File: src/rtl/ysyx_24100029_ifu_fetch.sv
// Instruction fetch stage: holds the PC, issues single-outstanding reads and hands {inst, pc} to decode.
// Ports: clock/reset, redirect_*, AXI4-Lite-style AR/R read channel, inst/pc/fetch_err with valid_next/ready_next.
module ysyx_24100029_ifu_fetch #(
    parameter logic [31:0] RESET_PC = 32'h8000_0000,
    parameter logic [31:0] ERR_INST = 32'h0000_0013
) (
    input  logic        clock,
    input  logic        reset,
    input  logic        redirect_valid,
    input  logic [31:0] redirect_pc,
    output logic [31:0] araddr,
    output logic        arvalid,
    input  logic        arready,
    input  logic [31:0] rdata,
    input  logic [1:0]  rresp,
    input  logic        rvalid,
    output logic        rready,
    output logic [31:0] inst,
    output logic [31:0] pc,
    output logic        fetch_err,
    output logic        valid_next,
    input  logic        ready_next
);

    typedef enum logic [1:0] {
        S_IDLE,
        S_ADDR,
        S_DATA,
        S_OUT
    } state_e;

    state_e      state_q, state_d;
    logic [31:0] pc_reg_q, pc_reg_d;
    logic [31:0] araddr_q, araddr_d;
    logic        drop_q, drop_d;
    logic        arvalid_q, arvalid_d;
    logic        rready_q, rready_d;
    logic        valid_q, valid_d;
    logic [31:0] inst_q, inst_d;
    logic [31:0] pc_q, pc_d;
    logic        err_q, err_d;
    logic [31:0] redir_pc;

    assign redir_pc = redirect_pc & ~32'h3;

    always_comb begin
        state_d  = state_q;
        pc_reg_d = pc_reg_q;
        araddr_d = araddr_q;
        drop_d   = drop_q;
        inst_d   = inst_q;
        pc_d     = pc_q;
        err_d    = err_q;
        unique case (state_q)
            S_IDLE: begin
                if (redirect_valid) pc_reg_d = redir_pc;
                state_d = S_ADDR;
            end
            S_ADDR: begin
                if (redirect_valid) begin
                    pc_reg_d = redir_pc;
                    drop_d   = 1'b1;
                end
                if (arready) state_d = S_DATA;
            end
            S_DATA: begin
                if (redirect_valid) pc_reg_d = redir_pc;
                if (rvalid) begin
                    if (drop_q || redirect_valid) begin
                        drop_d  = 1'b0;
                        state_d = S_ADDR;
                    end else begin
                        inst_d  = (rresp == 2'b00) ? rdata : ERR_INST;
                        pc_d    = pc_reg_q;
                        err_d   = (rresp != 2'b00);
                        state_d = S_OUT;
                    end
                end else if (redirect_valid) begin
                    drop_d = 1'b1;
                end
            end
            S_OUT: begin
                if (redirect_valid) begin
                    pc_reg_d = redir_pc;
                    state_d  = S_ADDR;
                end else if (ready_next) begin
                    pc_reg_d = pc_reg_q + 32'd4;
                    state_d  = S_ADDR;
                end
            end
            default: state_d = S_IDLE;
        endcase
        // The issued address is captured on ADDR entry so a redirect during
        // an outstanding request never disturbs araddr while arvalid is high.
        if (state_d == S_ADDR && state_q != S_ADDR) araddr_d = pc_reg_d;
        arvalid_d = (state_d == S_ADDR);
        rready_d  = (state_d == S_DATA);
        valid_d   = (state_d == S_OUT);
    end

    always_ff @(posedge clock or negedge reset) begin
        if (!reset) begin
            state_q   <= S_IDLE;
            pc_reg_q  <= RESET_PC;
            araddr_q  <= RESET_PC;
            drop_q    <= 1'b0;
            arvalid_q <= 1'b0;
            rready_q  <= 1'b0;
            valid_q   <= 1'b0;
            inst_q    <= 32'h0;
            pc_q      <= 32'h0;
            err_q     <= 1'b0;
        end else begin
            state_q   <= state_d;
            pc_reg_q  <= pc_reg_d;
            araddr_q  <= araddr_d;
            drop_q    <= drop_d;
            arvalid_q <= arvalid_d;
            rready_q  <= rready_d;
            valid_q   <= valid_d;
            inst_q    <= inst_d;
            pc_q      <= pc_d;
            err_q     <= err_d;
        end
    end

    assign araddr     = araddr_q;
    assign arvalid    = arvalid_q;
    assign rready     = rready_q;
    assign valid_next = valid_q;
    assign inst       = inst_q;
    assign pc         = pc_q;
    assign fetch_err  = err_q;

endmodule

File: config.mk
export PLATFORM = sky130hd
export DESIGN_NAME = ysyx_24100029_ifu_fetch
export DESIGN_NICKNAME = d
export VERILOG_FILES = /design/src/rtl/ysyx_24100029_ifu_fetch.sv
export SDC_FILE = /design/constraint.sdc
export NUM_CORES = 1
export LEC_CHECK = 0
export BUFFER_PORTS_ARGS = -buffer_cell sky130_fd_sc_hd__buf_2
export CORE_UTILIZATION = 40
export CTS_BUF_LIST = sky130_fd_sc_hd__clkbuf_16
export CTS_CLUSTER_DIAMETER = 100
export DETAILED_ROUTE_END_ITERATION = 16
export GPL_TIMING_DRIVEN = 1
export PLACE_DENSITY = 0.69
export SYNTH_ARGS = -nofsm -noshare
export SYNTH_HDL_FRONTEND = slang
export SYNTH_SLANG_ARGS = --single-unit
File: constraint.sdc
create_clock -name clock -period 2.15 [get_ports clock]
set_input_delay 0.1075 -clock clock [delete_from_list [all_inputs] [get_ports clock]]
set_output_delay 0.1075 -clock clock [all_outputs]
set_load 0.05 [all_outputs]
==> flow_summary.yaml, run 1 <==
critical_path:
  cp_max_fo: 5
  cp_data_arrival_time_ps: 2420
  critPathKind: "flip-flop to flip-flop"
  start_kind: "flip-flop"
  crit_path_end_kind: "flip-flop"
  critical_path_required_ps: 2490
  r2r_setup_slack_ps: 70
  worstRegToRegCells: 5
synthesis:
  synth_top_area_cell: "dfrtp_1"
  synth.most_common_cell: "dfrtp_1"
  synth_top_area_share_pct: 59.1
  syn_inst: 494
  synthDistinctLibCells: 42
  synth-edff-count: 0
  synthArstFlopShare_pct: 100
  syn_nets: 567
  syn_area_per_cell_um2: 11.4
  yosys_warnings: 0
  synth_area_leaders: "dfrtp_1 59%, nand2_1 7.5%, mux2_2 7.0%"
  synthFlopType: "dfrtp_1"
  ys_seq_area_share_pct: 60.0
  synthesis.area_um2: 5640
  ys_ff_latch: 135
  yosys-top-cells-count: "133 x dfrtp_1, 112 x nand2_1, 35 x mux2_2, 29 x a22o_1, 26 x mux2i_1"
layout:
  final-seq-area_um2: 3380
  fin_util_pct: 57.7
  syn2layout_area_growth_pct: 41.7
  diodes: 0
  drive_gt1_share_pct: 37.1
  nets: 806
  fill_cells: 1156
  multi_input_area_um2: 2140
power:
  fin_total_pwr_mw: 11.1
  p_int_mw: 6.39
  p_clk_share_pct: 25.8
  power_switching_mw: 4.74
  p_sw_share_pct: 42.6
  p_seq_share_pct: 33.1
  peakVddDrop_uv: 949
  p_comb_share_pct: 41.1
  pwr_density_cell_nw_per_um2: 1400
  leakage_nw: 4.08
die:
  ios: 172
  die_y_um: 121
  die_w_um: 121
  rows: 43
  coreArea_um2: 13800
  start_util_pct: 40.8
  die_area_um2: 14600
timing:
  min_period_ps: 2080
  finalHoldViolCount: 0
  period_share_pct: 96.9
  drv_slew: 0
  clock.fmax_mhz: 480
  worst_pin_slew_ps: 561
  max-slew-margin-rel_pct: 62.6
  fin_worst_skew_ps: 4.86
  setup_viol_count_final: 0
clock_network:
  cts_buffer_depth: 2
  htreeDepth: 4
  insertion_delay_ps: 410
  post_cts_buffers: 0
  root_buffer: "clkbuf_16"
  numClockSinks: 135
  clk_pin_slew_worst_paths_ps: 60
  cts_buffers: 17
  cts_tree: "done"
global_route:
  grt_pass1_vias: 4699
  grt_util_all_layers_pct: 21.4
  grt_max_degree: 61
  grt_pass1_wl_mm: 23.8
  antenna_found_initial: 0
  grt-ovfl-total: 0
routing:
  viasPerCell: 5.08
  wirelength_mm: 15.1
  ant_nets: 0
  wl_per_cell_um: 16.3
  routed-via-count: 4707
  first_pass_iters: 4
  drcViolationCount: 0
  drt-initial-drc-count: 273
placement:
  gp_congestion: 0.825
  hpwl_mm: 10.4
  port_buffers: 169
worst_hold_path:
  hold_class: "primary input to flip-flop"
  min_path_cells: 3
job:
  drv_cap: 0
outcome:
  status: "completed"
[critical path: stages (launching register included)]
cell and delay, ps:
dfrtp_1 400, nand4_4 160, or4_4 560, or4_4 440, mux2i_1 140, mux2_1 290
[cell usage in the layout (no fill, tap or decap), drive strengths merged, types with 7 or more instances in the layout]
cell         count
a31oi            7
nand4           17
o21ai           15
a22o            29
nand3           11
inv              7
mux2i           26
xnor2            7
clkbuf          17
dlygate4sd3     48
nor2            15
mux2            36
nand2          112
buf            201
dfrtp          133
[power groups by stage]
stage | combinational [mW] | sequential (mW) | clock (mW)
2_1_floorplan | 1.13 | 5.85 | 0
3_5_place_dp | 4.52 | 3.73 | 0
4_1_cts | 4.61 | 3.69 | 2.94
3_3_place_gp | 4.48 | 3.70 | 0
5_1_grt | 4.83 | 3.78 | 3.05
6_report | 4.58 | 3.69 | 2.87
[repair_timing]
item,4_1_cts,5_1_grt
endpoints found under the setup margin,0,1
gates resized for setup,0,1
hold buffers,48,0
hold endpoints to repair,102,0
[through the flow]
stage | setup slack (ps) | instances | hold WS (ps) | setup TNS, ps | instance area [um^2]
3_3_place_gp | 105 | 846 | 116 | 0 | 6910
3_5_place_dp | 68.4 | 846 | 115 | 0 | 6910
6_report | 67.2 | 926 | 31.5 | 0 | 7980
4_1_cts | 58.7 | 926 | 7.39 | 0 | 7980
5_1_grt | -14.9 | 926 | 31.0 | -14.9 | 7980
2_1_floorplan | 102 | 494 | -188 | 0 | 5640
[layer usage]
layer	routed length (um)	vias up	track usage, %	part of all wire, %
met1	6810	2291	27.4	45
met4	355	0	9.26	2.3
met3	766	26	4.95	5.1
met5	0	-	0	0
met2	7170	160	34.8	47
li1	-	2230	-	-
[cells by family (layout without fill, tap and decap cells)]
family	after synthesis	in the layout	synth area share, %
mux	62	62	11.8
simple gates	189	189	15.7
buf+inv	35	287	2.62
flops	135	135	60.0
fa+ha+maj	1	1	0.222
compound gates	61	61	7.99
xor+xnor	11	11	1.71
[sequential cells by signal, summed over array words and instances, names as in the netlist]
register,cells
araddr,32
arvalid,1
fetch_err,1
valid_next,1
pc_reg_q,32
state_q,2
rready,1
inst,32
pc,32
drop_q,1
[worst paths after layout]
check,from,endpoint
max in group asynchronous,reset,araddr[29]
hold reg to reg,pc[18],pc[18]
hold / removal,redirect_pc[31],pc_reg_q[31]
setup / recovery,pc_reg_q[5],araddr[31]
setup reg to reg,pc_reg_q[5],araddr[31]
min in group asynchronous,reset,inst[24]
[area by class of cell]
cell class / instances / area share [%]
Multi-Input combinational cell: 324 / 26.9
Sequential cell: 135 / 42.3
Inverter: 6 / 0.282
Clock inverter: 15 / 2.04
Timing Repair Buffer: 249 / 20.3
Tap cell: 180 / 2.82
Clock buffer: 17 / 5.33
Power figures use the tool's default switching activity.
==> run 2, diff against run 1 <==
clock period = 1.7 ns   (was 2.15 ns; I/O delays follow)
==> run 2 against run 1 <==
The run now ends with design-rule violations, negative setup slack left. Critical path depth grew 1. Wire length grew 25%. Utilization up 10 points. Sequential share of layout area fell by 6.4 points. Final area rose by 18%. Combinational power rose by 58%. Hold slack is essentially flat. Setup slack lost 400 ps.
==> flow_summary.yaml, run 2 (synthesis gave the netlist of run 1 again) <==
timing:
  grt_setup_unrepaired: "true"
  drv_slew: 0
  whs_ps: 31.8
  fin_worst_skew_ps: 6.52
  clock.fmax_mhz: 493
  fin_ws_ps: -328
  finalHoldViolCount: 0
  fin_tns_setup_ps: -19950
  max-slew-margin-rel_pct: 67.4
  setup_viol_count_final: 113
  worst_pin_slew_ps: 485
  period_share_pct: 119
  min_period_ps: 2030
layout:
  final_cell_area_um2: 9420
  multi_input_area_um2: 2710
  diodes: 0
  fin_util_pct: 68.1
  drive_gt1_share_pct: 52.5
  syn2layout_area_growth_pct: 67.1
  fin_cells: 1010
  fill_cells: 970
  final_common_cell: "buf_2"
  nets: 890
  mostFrequentLayoutCells: "168 x buf_2, 131 x dfrtp_1, 82 x buf_4, 75 x nand2_1, 39 x dlygate4sd3_1"
  final-seq-area_um2: 3380
power:
  p_comb_share_pct: 47.7
  pwr_density_cell_nw_per_um2: 1610
  p_clk_share_pct: 21.2
  p_seq_share_pct: 31.1
  peakVddDrop_uv: 908
  fin_total_pwr_mw: 15.2
  p_int_mw: 8.69
  p_sw_share_pct: 42.9
  leakage_nw: 4.81
  power_switching_mw: 6.52
critical_path:
  worstRegToRegCells: 6
  critPathKind: "flip-flop to flip-flop"
  cp_data_arrival_time_ps: 2330
  critical_path_required_ps: 2000
  r2r_end: "araddr[20]"
  start_kind: "flip-flop"
  r2r_setup_slack_ps: -330
  reg2reg_from: "state_q[0]"
  cp_max_fo: 4
  cp-startpoint: "state_q[0]"
  crit_path_end_kind: "flip-flop"
outcome:
  status: "finished, violations left"
  violations: "design-rule violations, negative setup slack"
die:
  die_w_um: 121
  die_y_um: 121
  rows: 43
  coreArea_um2: 13800
  start_util_pct: 40.8
  ios: 172
  die_area_um2: 14600
placement:
  place_inst: 897
  gp_congestion: 0.888
  place_ws_ps: -296
  place_area_um2: 7340
  hpwl_mm: 11.0
  port_buffers: 169
worst_hold_path:
  min_path_cells: 3
  hold_class: "primary input to flip-flop"
  hold_end: "pc_reg_q[29]"
  holdCritStartpoint: "redirect_pc[29]"
clock_network:
  insertion_delay_ps: 420
  htreeDepth: 4
  clk_pin_slew_worst_paths_ps: 60
  cts_tree: "done"
  root_buffer: "clkbuf_16"
  numClockSinks: 135
  cts_buffer_depth: 2
  cts_buffers: 17
routing:
  drcViolationCount: 1
  viasPerCell: 5.22
  ant_nets: 0
  wl_per_cell_um: 18.7
  drt-initial-drc-count: 346
  wirelength_mm: 18.9
  first_pass_iters: 10
  routed-via-count: 5276
global_route:
  grt_pass1_vias: 5256
  grt_max_degree: 44
  antenna_found_initial: 0
  grt_util_all_layers_pct: 24.1
  grt_pass1_wl_mm: 26.7
  grt-ovfl-total: 0
job:
  drv_cap: 0
==> run 2: what timing repair did <==
item,in CTS,in global routing
buffers inserted,15,21
pin swaps,52,29
setup endpoints to repair,90,117
hold endpoints to repair,171,0
hold buffers,39,0
cloned,7,6
resized for setup,82,98
==> run 2: how the worst max path moves through the flow <==
stage	end	slack, ps	depth (start not counted)
floorplan	araddr[31]	-300	6
global placement	araddr[31]	-260	5
detailed placement	araddr[31]	-300	5
CTS	araddr[31]	-270	5
global route	araddr[31]	-350	5
finish	araddr[20]	-330	6
==> run 2: area by class of cell <==
class | instances | area share (%)
sequential | 135 | 35.9
clock inverter | 15 | 0.917
multi-input combinational | 324 | 28.8
tap | 180 | 2.39
inverter | 6 | 0.239
clock buffer | 17 | 4.52
timing repair buffer | 333 | 27.2
==> run 2: per-layer routing <==
metal	share of wire [%]	track usage (%)	vias up
met2	50	39.4	208
li1	-	-	2384
met3	5.4	4.95	39
met5	0	0	-
met4	2.2	9.72	0
met1	42	31.4	2645
==> run 2: power groups by stage <==
stage	Combinational, mW	Clock, mW	Sequential (mW)
5_1_grt	7.57	3.45	4.83
6_report	7.25	3.22	4.73
2_1_floorplan	1.47	0	7.41
3_5_place_dp	5.92	0	4.66
3_3_place_gp	5.87	0	4.62
4_1_cts	6.35	3.28	4.66
==> run 2: worst max-delay path, cell delays in order (launching register included) <==
cell	delay [ps]
dfrtp_1	400
nand4_1	150
buf_4	200
or2_4	250
o31ai_1	450
a31oi_4	170
mux2_2	290
==> run 3, diff against run 2 <==
PLACE_DENSITY = 0.67   (was 0.69)
clock period = 2.6 ns   (was 1.7 ns; I/O delays follow)
==> run 3 against run 2 <==
The flow now finishes without violations. Clock power shrank 39%. Combinational power down 49%. Sequential cell count is the same. Final cell count shrank 10%. Wire length is 21% lower. Die area stayed put. Sequential power down 35%. First-iteration DRC count is 3.2% lower. Clock skew grew 0.51 ps. Maximum frequency decreased by 8.5%. Setup slack better by 710 ps. Critical path type unchanged. Largest power group unchanged.
==> flow_summary.yaml, run 3 (synthesis gave the netlist of run 1 again) <==
clock_network:
  numClockSinks: 135
  htreeDepth: 4
  cts_buffer_depth: 2
  post_cts_buffers: 0
  cts_tree: "done"
  root_buffer: "clkbuf_16"
  clk_pin_slew_worst_paths_ps: 50
  cts_buffers: 17
  insertion_delay_ps: 420
routing:
  wirelength_mm: 14.9
  wl_per_cell_um: 16.4
  drcViolationCount: 0
  first_pass_iters: 5
  viasPerCell: 5.07
  ant_nets: 0
  routed-via-count: 4586
  drt-initial-drc-count: 335
power:
  pwr_density_cell_nw_per_um2: 1140
  p_clk_share_pct: 22.5
  fin_total_pwr_mw: 8.73
  p_sw_share_pct: 43.8
  power_switching_mw: 3.82
  peakVddDrop_uv: 760
  p_comb_share_pct: 42.5
  p_int_mw: 4.91
  leakage_nw: 3.96
  p_seq_share_pct: 35.0
critical_path:
  r2r_setup_slack_ps: 380
  reg2reg_from: "pc_reg_q[5]"
  critPathMaxStageDelay_ps: 590
  crit_top_cell: "or4_4"
  critPathSlowestCell: "or4_4"
  crit_path_end_kind: "flip-flop"
  path_cells: "nand4_2 > or4_4 > or4_4 > mux2i_1 > mux2_1"
  start_kind: "flip-flop"
  critPathKind: "flip-flop to flip-flop"
  cp_data_arrival_time_ps: 2560
  critical_path_required_ps: 2940
  worstRegToRegCells: 5
  cp_max_fo: 7
  r2r_end: "araddr[31]"
timing:
  setup_viol_count_final: 0
  whs_ps: 39.0
  fin_worst_skew_ps: 7.03
  grt_setup_unrepaired: "false"
  finalHoldViolCount: 0
  fin_tns_setup_ps: 0
  period_share_pct: 85.3
  max-slew-margin-rel_pct: 58.1
  worst_pin_slew_ps: 628
  min_period_ps: 2220
  drv_slew: 0
  clock.fmax_mhz: 451
worst_hold_path:
  hold_class: "primary input to flip-flop"
  hold_end: "pc_reg_q[4]"
  min_path_cells: 3
  holdCritStartpoint: "redirect_pc[4]"
global_route:
  grt_util_all_layers_pct: 21.5
  grt_pass1_wl_mm: 23.7
  grt_pass1_vias: 4660
  grt_max_degree: 60
  grt-ovfl-total: 0
  antenna_found_initial: 0
die:
  die_area_um2: 14600
  coreArea_um2: 13800
  start_util_pct: 40.8
  ios: 172
  die_w_um: 121
  rows: 43
  die_y_um: 121
placement:
  gp_congestion: 0.817
  hpwl_mm: 10.3
  port_buffers: 169
  place_inst: 826
layout:
  syn2layout_area_growth_pct: 36.4
  fin_cells: 905
  fill_cells: 1217
  mostFrequentLayoutCells: "168 x buf_2, 133 x dfrtp_1, 112 x nand2_1, 47 x dlygate4sd3_1, 35 x mux2_2"
  fin_util_pct: 55.6
  nets: 785
  drive_gt1_share_pct: 34.3
  final_common_cell: "buf_2"
  diodes: 0
  multi_input_area_um2: 2140
  final-seq-area_um2: 3380
job:
  drv_cap: 0
outcome:
  status: "completed"
## run 3: power groups by stage
| stage | Combinational, mW | Clock [mW] | Sequential, mW |
|---|---|---|---|
| final | 3.71 | 1.97 | 3.06 |
| after global routing | 3.91 | 2.13 | 3.13 |
| after detailed placement | 3.67 | 0 | 3.08 |
| after CTS | 3.74 | 2.03 | 3.05 |
| after global placement | 3.64 | 0 | 3.06 |
| after floorplan | 0.932 | 0 | 4.84 |
## run 3: cell type report
class                      instances  share of cell area [%]
clock buffer                      17                    5.53
clock inverter                    15                   0.797
inverter                           6                   0.293
multi-input combinational        324                    27.8
sequential                       135                    44.0
tap                              180                    2.93
timing repair buffer             228                    18.7
## run 3: how the worst max path moves through the flow
stage                  from    endpoint  slack, ps  cells after the start
5_1_grt        pc_reg_q[12]  araddr[31]        310                      5
6_report        pc_reg_q[5]  araddr[31]        380                      5
3_3_place_gp    pc_reg_q[5]  araddr[31]        440                      5
2_1_floorplan   pc_reg_q[5]  araddr[31]        550                      6
3_5_place_dp    pc_reg_q[5]  araddr[31]        410                      5
4_1_cts        pc_reg_q[12]  araddr[31]        400                      5
## run 3: routing by layer
layer	share of wire, %	wire length (um)	track usage [%]
met1	45	6730	28.6
met2	46	6910	33.4
met3	6.6	980	5.33
met4	1.8	265	8.87
met5	0	0	0
## run 3: what timing repair did
item,in CTS,in global routing
hold endpoints to repair,92,0
gates resized for setup,0,0
hold buffers,47,0
## run 3: stage by stage
stage	area (um^2)	worst slack, ps
2_1_floorplan	5640	552
3_3_place_gp	6730	438
3_5_place_dp	6730	411
4_1_cts	7690	397
5_1_grt	7690	313
6_report	7690	382
## run 3: worst max-delay path, delay by kind of cell, from the launching register on
family / cells / cell delay (ps)
DFF: 1 / 460
and+or+nand+nor: 3 / 1250
muxes: 2 / 440
